### src/rtl/softreg_seq_pkg.sv
// Shared types and default sizes for the SoftReg command sequencer.
package softreg_seq_pkg;

  localparam int unsigned NUM_CMDS_DEF       = 16;
  localparam int unsigned DLY_W_DEF          = 16;
  localparam int unsigned TIMEOUT_CYCLES_DEF = 4096;

  typedef enum logic [2:0] {
    IDLE,
    DELAY,
    ISSUE,
    WAIT_RESP,
    DONE
  } seq_state_e;

  typedef struct packed {
    logic                 is_write;
    logic [31:0]          addr;
    logic [63:0]          data;
    logic [DLY_W_DEF-1:0] delay;
  } cmd_t;

endpackage

### src/rtl/softreg_cmd_table.sv
// Command storage: NUM_CMDS entries, one synchronous write port, one asynchronous read port.
module softreg_cmd_table
  import softreg_seq_pkg::*;
#(
  parameter  int unsigned NUM_CMDS = NUM_CMDS_DEF,
  localparam int unsigned IDX_W    = $clog2(NUM_CMDS)
) (
  input  logic             clk,
  input  logic             we,
  input  logic [IDX_W-1:0] wr_idx,
  input  cmd_t             wr_cmd,
  input  logic [IDX_W-1:0] rd_idx,
  output cmd_t             rd_cmd
);

  cmd_t mem [NUM_CMDS];

  always_ff @(posedge clk) begin
    if (we) mem[wr_idx] <= wr_cmd;
  end

  assign rd_cmd = mem[rd_idx];

endmodule

### src/rtl/softreg_cmd_sequencer.sv
// Programmable SoftReg request sequencer: issues table entries in order, stalls on reads.
// Optional read-response timeout enabled by defining SEQ_TIMEOUT_EN.
module softreg_cmd_sequencer
  import softreg_seq_pkg::*;
#(
  parameter  int unsigned NUM_CMDS       = NUM_CMDS_DEF,
  parameter  int unsigned DLY_W          = DLY_W_DEF,
  parameter  int unsigned TIMEOUT_CYCLES = TIMEOUT_CYCLES_DEF,
  localparam int unsigned IDX_W          = $clog2(NUM_CMDS)
) (
  input  logic             clk,
  input  logic             rst,
  input  logic             load_valid,
  input  logic [IDX_W-1:0] load_idx,
  input  logic             load_is_write,
  input  logic [31:0]      load_addr,
  input  logic [63:0]      load_data,
  input  logic [DLY_W-1:0] load_delay,
  input  logic             start,
  input  logic [IDX_W:0]   cfg_len,
  output logic             softreg_req_valid,
  output logic             softreg_req_isWrite,
  output logic [31:0]      softreg_req_addr,
  output logic [63:0]      softreg_req_data,
  input  logic             softreg_resp_valid,
  input  logic [63:0]      softreg_resp_data,
  output logic             rd_valid,
  output logic [63:0]      rd_data,
  output logic             busy,
  output logic             done,
  output logic             timeout_err
);

  localparam logic [IDX_W:0] LEN_MAX = (IDX_W + 1)'(NUM_CMDS);

  seq_state_e       state, state_next;
  logic [IDX_W-1:0] cmd_idx;
  logic [IDX_W:0]   len;
  logic [DLY_W-1:0] dly_cnt;
  logic [IDX_W-1:0] rd_idx;
  logic             table_we;
  logic             start_ok;
  logic             last;
  logic             tmo_hit;
  cmd_t             wr_cmd;
  cmd_t             cur_cmd;

  assign wr_cmd = '{is_write: load_is_write, addr: load_addr, data: load_data,
                    delay: DLY_W_DEF'(load_delay)};

  softreg_cmd_table #(.NUM_CMDS(NUM_CMDS)) u_table (
    .clk    (clk),
    .we     (table_we),
    .wr_idx (load_idx),
    .wr_cmd (wr_cmd),
    .rd_idx (rd_idx),
    .rd_cmd (cur_cmd)
  );

`ifdef SEQ_TIMEOUT_EN
  localparam int unsigned TMO_W = $clog2(TIMEOUT_CYCLES) + 1;
  logic [TMO_W-1:0] tmo_cnt;

  always_ff @(posedge clk or negedge rst) begin
    if (!rst)                   tmo_cnt <= '0;
    else if (state == ISSUE)    tmo_cnt <= '0;
    else if (state == WAIT_RESP) tmo_cnt <= tmo_cnt + 1'b1;
  end

  assign tmo_hit = (state == WAIT_RESP) && !softreg_resp_valid &&
                   (tmo_cnt == TMO_W'(TIMEOUT_CYCLES - 1));
`else
  assign tmo_hit = 1'b0;
`endif

  // The single read port serves both the entry being issued and the delay of the one that follows.
  always_comb begin
    start_ok = start && (state == IDLE || state == DONE);
    table_we = load_valid && (state == IDLE || state == DONE);
    last     = ({1'b0, cmd_idx} + 1'b1) == len;
    rd_idx   = '0;
    unique case (state)
      DELAY:            rd_idx = cmd_idx;
      ISSUE, WAIT_RESP: rd_idx = cmd_idx + 1'b1;
      default:          rd_idx = '0;
    endcase
  end

  always_comb begin
    state_next = state;
    unique case (state)
      IDLE, DONE: state_next = (start_ok && cfg_len != '0) ? DELAY : IDLE;
      DELAY:      if (dly_cnt == '0) state_next = ISSUE;
      ISSUE: begin
        if (!softreg_req_isWrite) state_next = WAIT_RESP;
        else                      state_next = last ? DONE : DELAY;
      end
      WAIT_RESP: begin
        if (softreg_resp_valid) state_next = last ? DONE : DELAY;
        else if (tmo_hit)       state_next = DONE;
      end
      default: state_next = IDLE;
    endcase
  end

  always_ff @(posedge clk or negedge rst) begin
    if (!rst) state <= IDLE;
    else      state <= state_next;
  end

  always_ff @(posedge clk or negedge rst) begin
    if (!rst) begin
      cmd_idx             <= '0;
      len                 <= '0;
      dly_cnt             <= '0;
      softreg_req_valid   <= 1'b0;
      softreg_req_isWrite <= 1'b0;
      softreg_req_addr    <= '0;
      softreg_req_data    <= '0;
      rd_valid            <= 1'b0;
      rd_data             <= '0;
      busy                <= 1'b0;
      done                <= 1'b0;
      timeout_err         <= 1'b0;
    end else begin
      softreg_req_valid   <= 1'b0;
      softreg_req_isWrite <= 1'b0;
      softreg_req_addr    <= '0;
      softreg_req_data    <= '0;
      rd_valid            <= 1'b0;

      if (start_ok) begin
        cmd_idx     <= '0;
        len         <= (cfg_len > LEN_MAX) ? LEN_MAX : cfg_len;
        done        <= (cfg_len == '0);
        busy        <= (cfg_len != '0);
        timeout_err <= 1'b0;
      end

      if (state != DELAY && state_next == DELAY)
        dly_cnt <= DLY_W'(cur_cmd.delay);
      else if (state == DELAY && dly_cnt != '0)
        dly_cnt <= dly_cnt - 1'b1;

      if (state == DELAY && dly_cnt == '0) begin
        softreg_req_valid   <= 1'b1;
        softreg_req_isWrite <= cur_cmd.is_write;
        softreg_req_addr    <= cur_cmd.addr;
        softreg_req_data    <= cur_cmd.data;
      end

      if ((state == ISSUE || state == WAIT_RESP) && state_next == DELAY)
        cmd_idx <= cmd_idx + 1'b1;

      if (state == WAIT_RESP && softreg_resp_valid) begin
        rd_valid <= 1'b1;
        rd_data  <= softreg_resp_data;
      end

      if (tmo_hit) timeout_err <= 1'b1;

      if (state != DONE && state_next == DONE) begin
        busy <= 1'b0;
        done <= 1'b1;
      end
    end
  end

endmodule
### config.mk
export PLATFORM = sky130hd
export DESIGN_NAME = softreg_cmd_sequencer
export DESIGN_NICKNAME = d
export VERILOG_FILES = /design/src/rtl/softreg_seq_pkg.sv /design/src/rtl/softreg_cmd_table.sv /design/src/rtl/softreg_cmd_sequencer.sv
export SDC_FILE = /design/constraint.sdc
export NUM_CORES = 2
export LEC_CHECK = 0
export BUFFER_PORTS_ARGS = -buffer_cell sky130_fd_sc_hd__buf_2
export CAP_MARGIN = 30
export CORE_UTILIZATION = 50
export CTS_BUF_LIST = sky130_fd_sc_hd__clkbuf_2
export CTS_CLUSTER_SIZE = 14
export DETAILED_ROUTE_END_ITERATION = 8
export PLACE_DENSITY = 0.67
export SYNTH_ARGS = -nofsm -noshare
export SYNTH_HDL_FRONTEND = slang
export SYNTH_HIERARCHICAL = 1
export SYNTH_SLANG_ARGS = --single-unit
### constraint.sdc
create_clock -name clk -period 11.55 [get_ports clk]
set_clock_uncertainty 0.15 [all_clocks]
set_input_delay 1.7325 -clock clk [delete_from_list [all_inputs] [get_ports clk]]
set_output_delay 1.7325 -clock clk [all_outputs]
set_load 0.02 [all_outputs]
==> results by stage <==
Detailed routing:
- The final layout contains routed wiring with a total length of 167600 um.
- The vias after detailed routing is 37700.
- The first-pass iteration count of the detailed router is 5.
- In this run, the number of DRC markers left after iteration 0 of detailed routing was 3260.
- The post-detailed-route DRC marker count is 0.
- Dividing the detail-routed wire length by the instance count gives 25.51 um.
- The remaining number of nets flagged by the antenna check after routing is 0.
- After detailed routing, the number of vias per cell comes to 5.739.

Timing:
- The final count of hold timing violations came to 0.
- The maximum clock rate is 209.2 MHz.
- The final max-slew violation count is 0.
- For the pin with the worst max-slew slack, the measured transition is 1.128 ns.
- The setup TNS is 0 ns.
- Counting I/O delays and the setup requirement, the final critical path takes 4.780 ns.
- The number of failing setup endpoints in the final timing report is 0.
- In this run the tightest slew margin relative to its limit is 24.79%.
- After layout, the worst path uses 41.39% of the clock period.
- Setup repair after global routing left no endpoint under its margin.

Clock network:
- At the later pin of the worst-skew pair, clock insertion delay measures 1.66 ns.
- After clock tree synthesis, the clock-pin slew on the worst setup and hold paths is 0.10 ns.
- No sink is reached through more buffers than the 4 on the longest clock path.
- The buffer type at the clock tree root is sky130_fd_sc_hd__clkbuf_2.
- The TritonCTS clock tree is done.
- The clock drives 2001 sinks.
- In this run, post-CTS repair resized a total of 0 instances.
- Hold repair after CTS inserted 176 buffers.
- The maximum level of the CTS H-tree is 5.
- The number of clock buffers added by TritonCTS is 489.
- Buffers added to address setup during post-CTS repair amount to 0.

Global routing:
- After global routing the overflow that remains totals 0.
- The first global-routing pass estimated 250000 um of wire.
- Global routing used 22.41% of the available tracks.
- The initial antenna violation count is 24.
- The maximum number of pins on one net before global-route repair is 156.
- The via count of the first global-routing pass is 39440.

Floorplan:
- Measured along the y axis, the die boundary spans 389.1 um.
- The starting density of the core is 50.55%.
- From left edge to right edge, the die measures 389.1 um.
- The region available for standard cell placement spans 148200 um^2.
- After floorplanning, the core was divided into 141 placement rows.
- 357 I/O pins were placed.
- The floorplan step defined a die boundary enclosing 151400 um^2.

Critical path:
- Of all nets on the critical path, the largest fanout is 106.
- The kind of end point of the critical path is a register.
- Among all stages on the critical path, the largest delay is contributed by sky130_fd_sc_hd__buf_4.
- The critical path contains buffers and inverters numbering 3 combined.
- The critical path goes through nor2b_1, mux2i_1, nor2_4, buf_12, buf_12, buf_4, mux4_2, a22oi_1, nand2_1, and2_1.
- The worst setup path is of the register to register kind.
- The longest individual stage delay on the worst path is 0.78 ns.
- The critical path required time is 12.92 ns.
- The largest delay contributor family on the critical path is buffers and inverters.
- STA puts the critical path data arrival time at 6.15 ns.
- The nature of the critical path startpoint is a register.
- The critical path's most frequent cell is sky130_fd_sc_hd__buf_12.

Synthesis:
- The share of the Yosys chip area taken by registers is 78.92%.
- The number of flops mapped to enable cells by yosys is 1808.
- The post-synthesis instance total is 3336.
- For this run, asynchronously set or reset flops after synthesis account for 9.645%.
- The net count after synthesis is 3529.
- The area of the mapped netlist is 74920 um^2.
- By area the synthesized netlist is led by sky130_fd_sc_hd__edfxtp_1 (72%), sky130_fd_sc_hd__mux4_2 (14%), sky130_fd_sc_hd__dfrtp_1 (6.4%), sky130_fd_sc_hd__a22oi_1 (2.3%), sky130_fd_sc_hd__mux2_2 (0.98%).
- The post-synthesis cell type with the largest combined area is sky130_fd_sc_hd__edfxtp_1.
- The top cell type's share of synthesized area is 72.47%.
- The number of warnings reported in the yosys synthesis log is 6.
- The flip-flop cell with the highest count after synthesis is sky130_fd_sc_hd__edfxtp_1.
- After synthesis, the most frequently instantiated cells are sky130_fd_sc_hd__edfxtp_1 (1808), sky130_fd_sc_hd__mux4_2 (452), sky130_fd_sc_hd__a22oi_1 (227).
- In the post-synthesis netlist, the cell with the most instances is sky130_fd_sc_hd__edfxtp_1.
- Counting flops and latches in the post-synthesis netlist gives 2001.
- Counting distinct cell types in the post-synthesis netlist gives 54.
- Dividing the synthesized area by the synthesized cell count gives 22.46 um^2.

Layout:
- The area growth from synthesis to final layout is 13.65%.
- The net count of the finished layout is 4432.
- The final cell utilization of the core is 57.45%.
- Cells with a size suffix above 1 make up 37.19% of the layout.

Placement:
- The number of buffers inserted by port buffering is 355.
- The wire-length estimate of the detail-placed layout is 80050 um.
- The congestion estimate from routability-driven global placement came to 0.7687.

Power and ir drop:
- For this design the ratio of total power to cell area is 180.6 nW/um^2.
- The part of the power in the clock network is 28.4%.
- In this run the static leakage power is 29.05 nW.
- The internal power consumption is 11.20 mW.
- Of the total power, combinational logic draws 18.7%.
- Of the total power, the share spent switching nets is 27.17%.
- VDD sags by at most 0.1462 mV.
- The net switching power figure is 4.177 mW.
- Registers are responsible for 52.8% of the overall power.

Job:
- The number of maximum-capacitance violations is 0.

Run status:
- The flow ran to the end, and the final reports show no timing, DRC or antenna violations.

Min path:
- The path class of the lowest-slack min-delay path is input pin to register.
==> power groups by stage <==
stage	clock network, mW	logic (mW)	registers (mW)
final	4.37	2.88	8.12
after CTS	4.54	2.91	8.12
after detailed placement	0	2.86	8.28
after floorplan	0	2.19	8.35
after global placement	0	2.82	8.28
after global routing	4.88	3.12	8.14
==> registers in the layout (all words and copies together), names as in the netlist <==
register	count
u_table/mem	1808
rd_data	64
softreg_req_data	64
softreg_req_addr	32
dly_cnt	16
len	5
cmd_idx	4
state	3
busy	1
done	1
rd_valid	1
softreg_req_isWrite	1
softreg_req_valid	1
==> worst paths after layout <==
| kind | from | end | slack, ns | depth (start not counted) |
|---|---|---|---|---|
| min in group asynchronous | rst | softreg_req_data[0] | 0.52 | 2 |
| max | state[1] | softreg_req_data[54] | 6.77 | 10 |
| max in group asynchronous | rst | rd_data[40] | 9.43 | 3 |
| max reg2reg | state[1] | softreg_req_data[54] | 6.77 | 10 |
| min | load_data[61] | u_table/mem[7][77] | 0.30 | 1 |
| min reg2reg | done | done | 0.35 | 1 |
==> placed cells by master (no fill, tap or decap), drive strengths merged, types with 2 or more instances in the layout <==
master,instances
inv,10
buf,414
edfxtp,1808
o21a,2
nor3b,5
clkinvlp,2
o21ai,15
clkbuf,729
nand3,8
clkinv,143
o211ai,10
a21oi,5
mux2,65
or4,3
and2,101
dlygate4sd3,176
xnor2,4
a21o,4
or3b,3
or3,2
dfrtp,193
or2,2
nand3b,2
mux4,452
nor2,36
nor4,8
a221o,10
ha,2
nor3,9
nor2b,7
xor2,2
a31oi,3
nand2,134
a22oi,227
mux2i,2
a211o,4
a211oi,2
a31o,2
nand2b,9
diode,14
==> area by class of cell <==
class | count | area, um^2
Timing Repair Buffer | 590 | 4287
Inverter | 7 | 26.28
Multi-Input combinational cell | 1150 | 15020
Sequential cell | 2001 | 59120
Clock buffer | 729 | 3649
Clock inverter | 148 | 588.1
Fill cell | 11060 | 63050
Tap cell | 1930 | 2415
Antenna cell | 14 | 35.03
==> metrics by stage <==
stage | hold slack, ns | total power [mW] | instances | cell area [um^2] | setup WS, ns
floorplan | 0.3189 | 10.53 | 3336 | 74920 | 0.6565
global placement | 0.3134 | 11.10 | 5496 | 78940 | 6.322
detailed placement | 0.3309 | 11.14 | 5499 | 79020 | 6.269
CTS | 0.0008058 | 15.57 | 6552 | 85020 | 6.622
global route | 0.08271 | 16.14 | 6566 | 85130 | 6.349
finish | 0.2974 | 15.37 | 6569 | 85140 | 6.770
==> per-layer routing <==
layer | GRT usage [%] | wire (um) | up-vias | part of all wire (%)
li1 | - | - | 16130 | -
met1 | 31.25 | 70270 | 19730 | 42
met2 | 35.36 | 81610 | 1563 | 49
met3 | 5.177 | 12910 | 258 | 7.7
met4 | 7.180 | 2619 | 26 | 1.6
met5 | 0 | 163 | - | 0.097
==> logic make-up (layout without fill, tap and decap cells) <==
group           after synthesis  count (layout)  synth area share, %
compound gates              289             289                2.899
xor+xnor                      6               6              0.07015
fa+ha+maj                     2               2              0.03340
buf+inv                     185            1474                1.251
flops                      2001            2001                78.92
mux                         519             519                14.59
other cells                   1              15             0.005006
simple gates                333             333                2.231
Note: power is estimated with default switching activity, not from simulation.
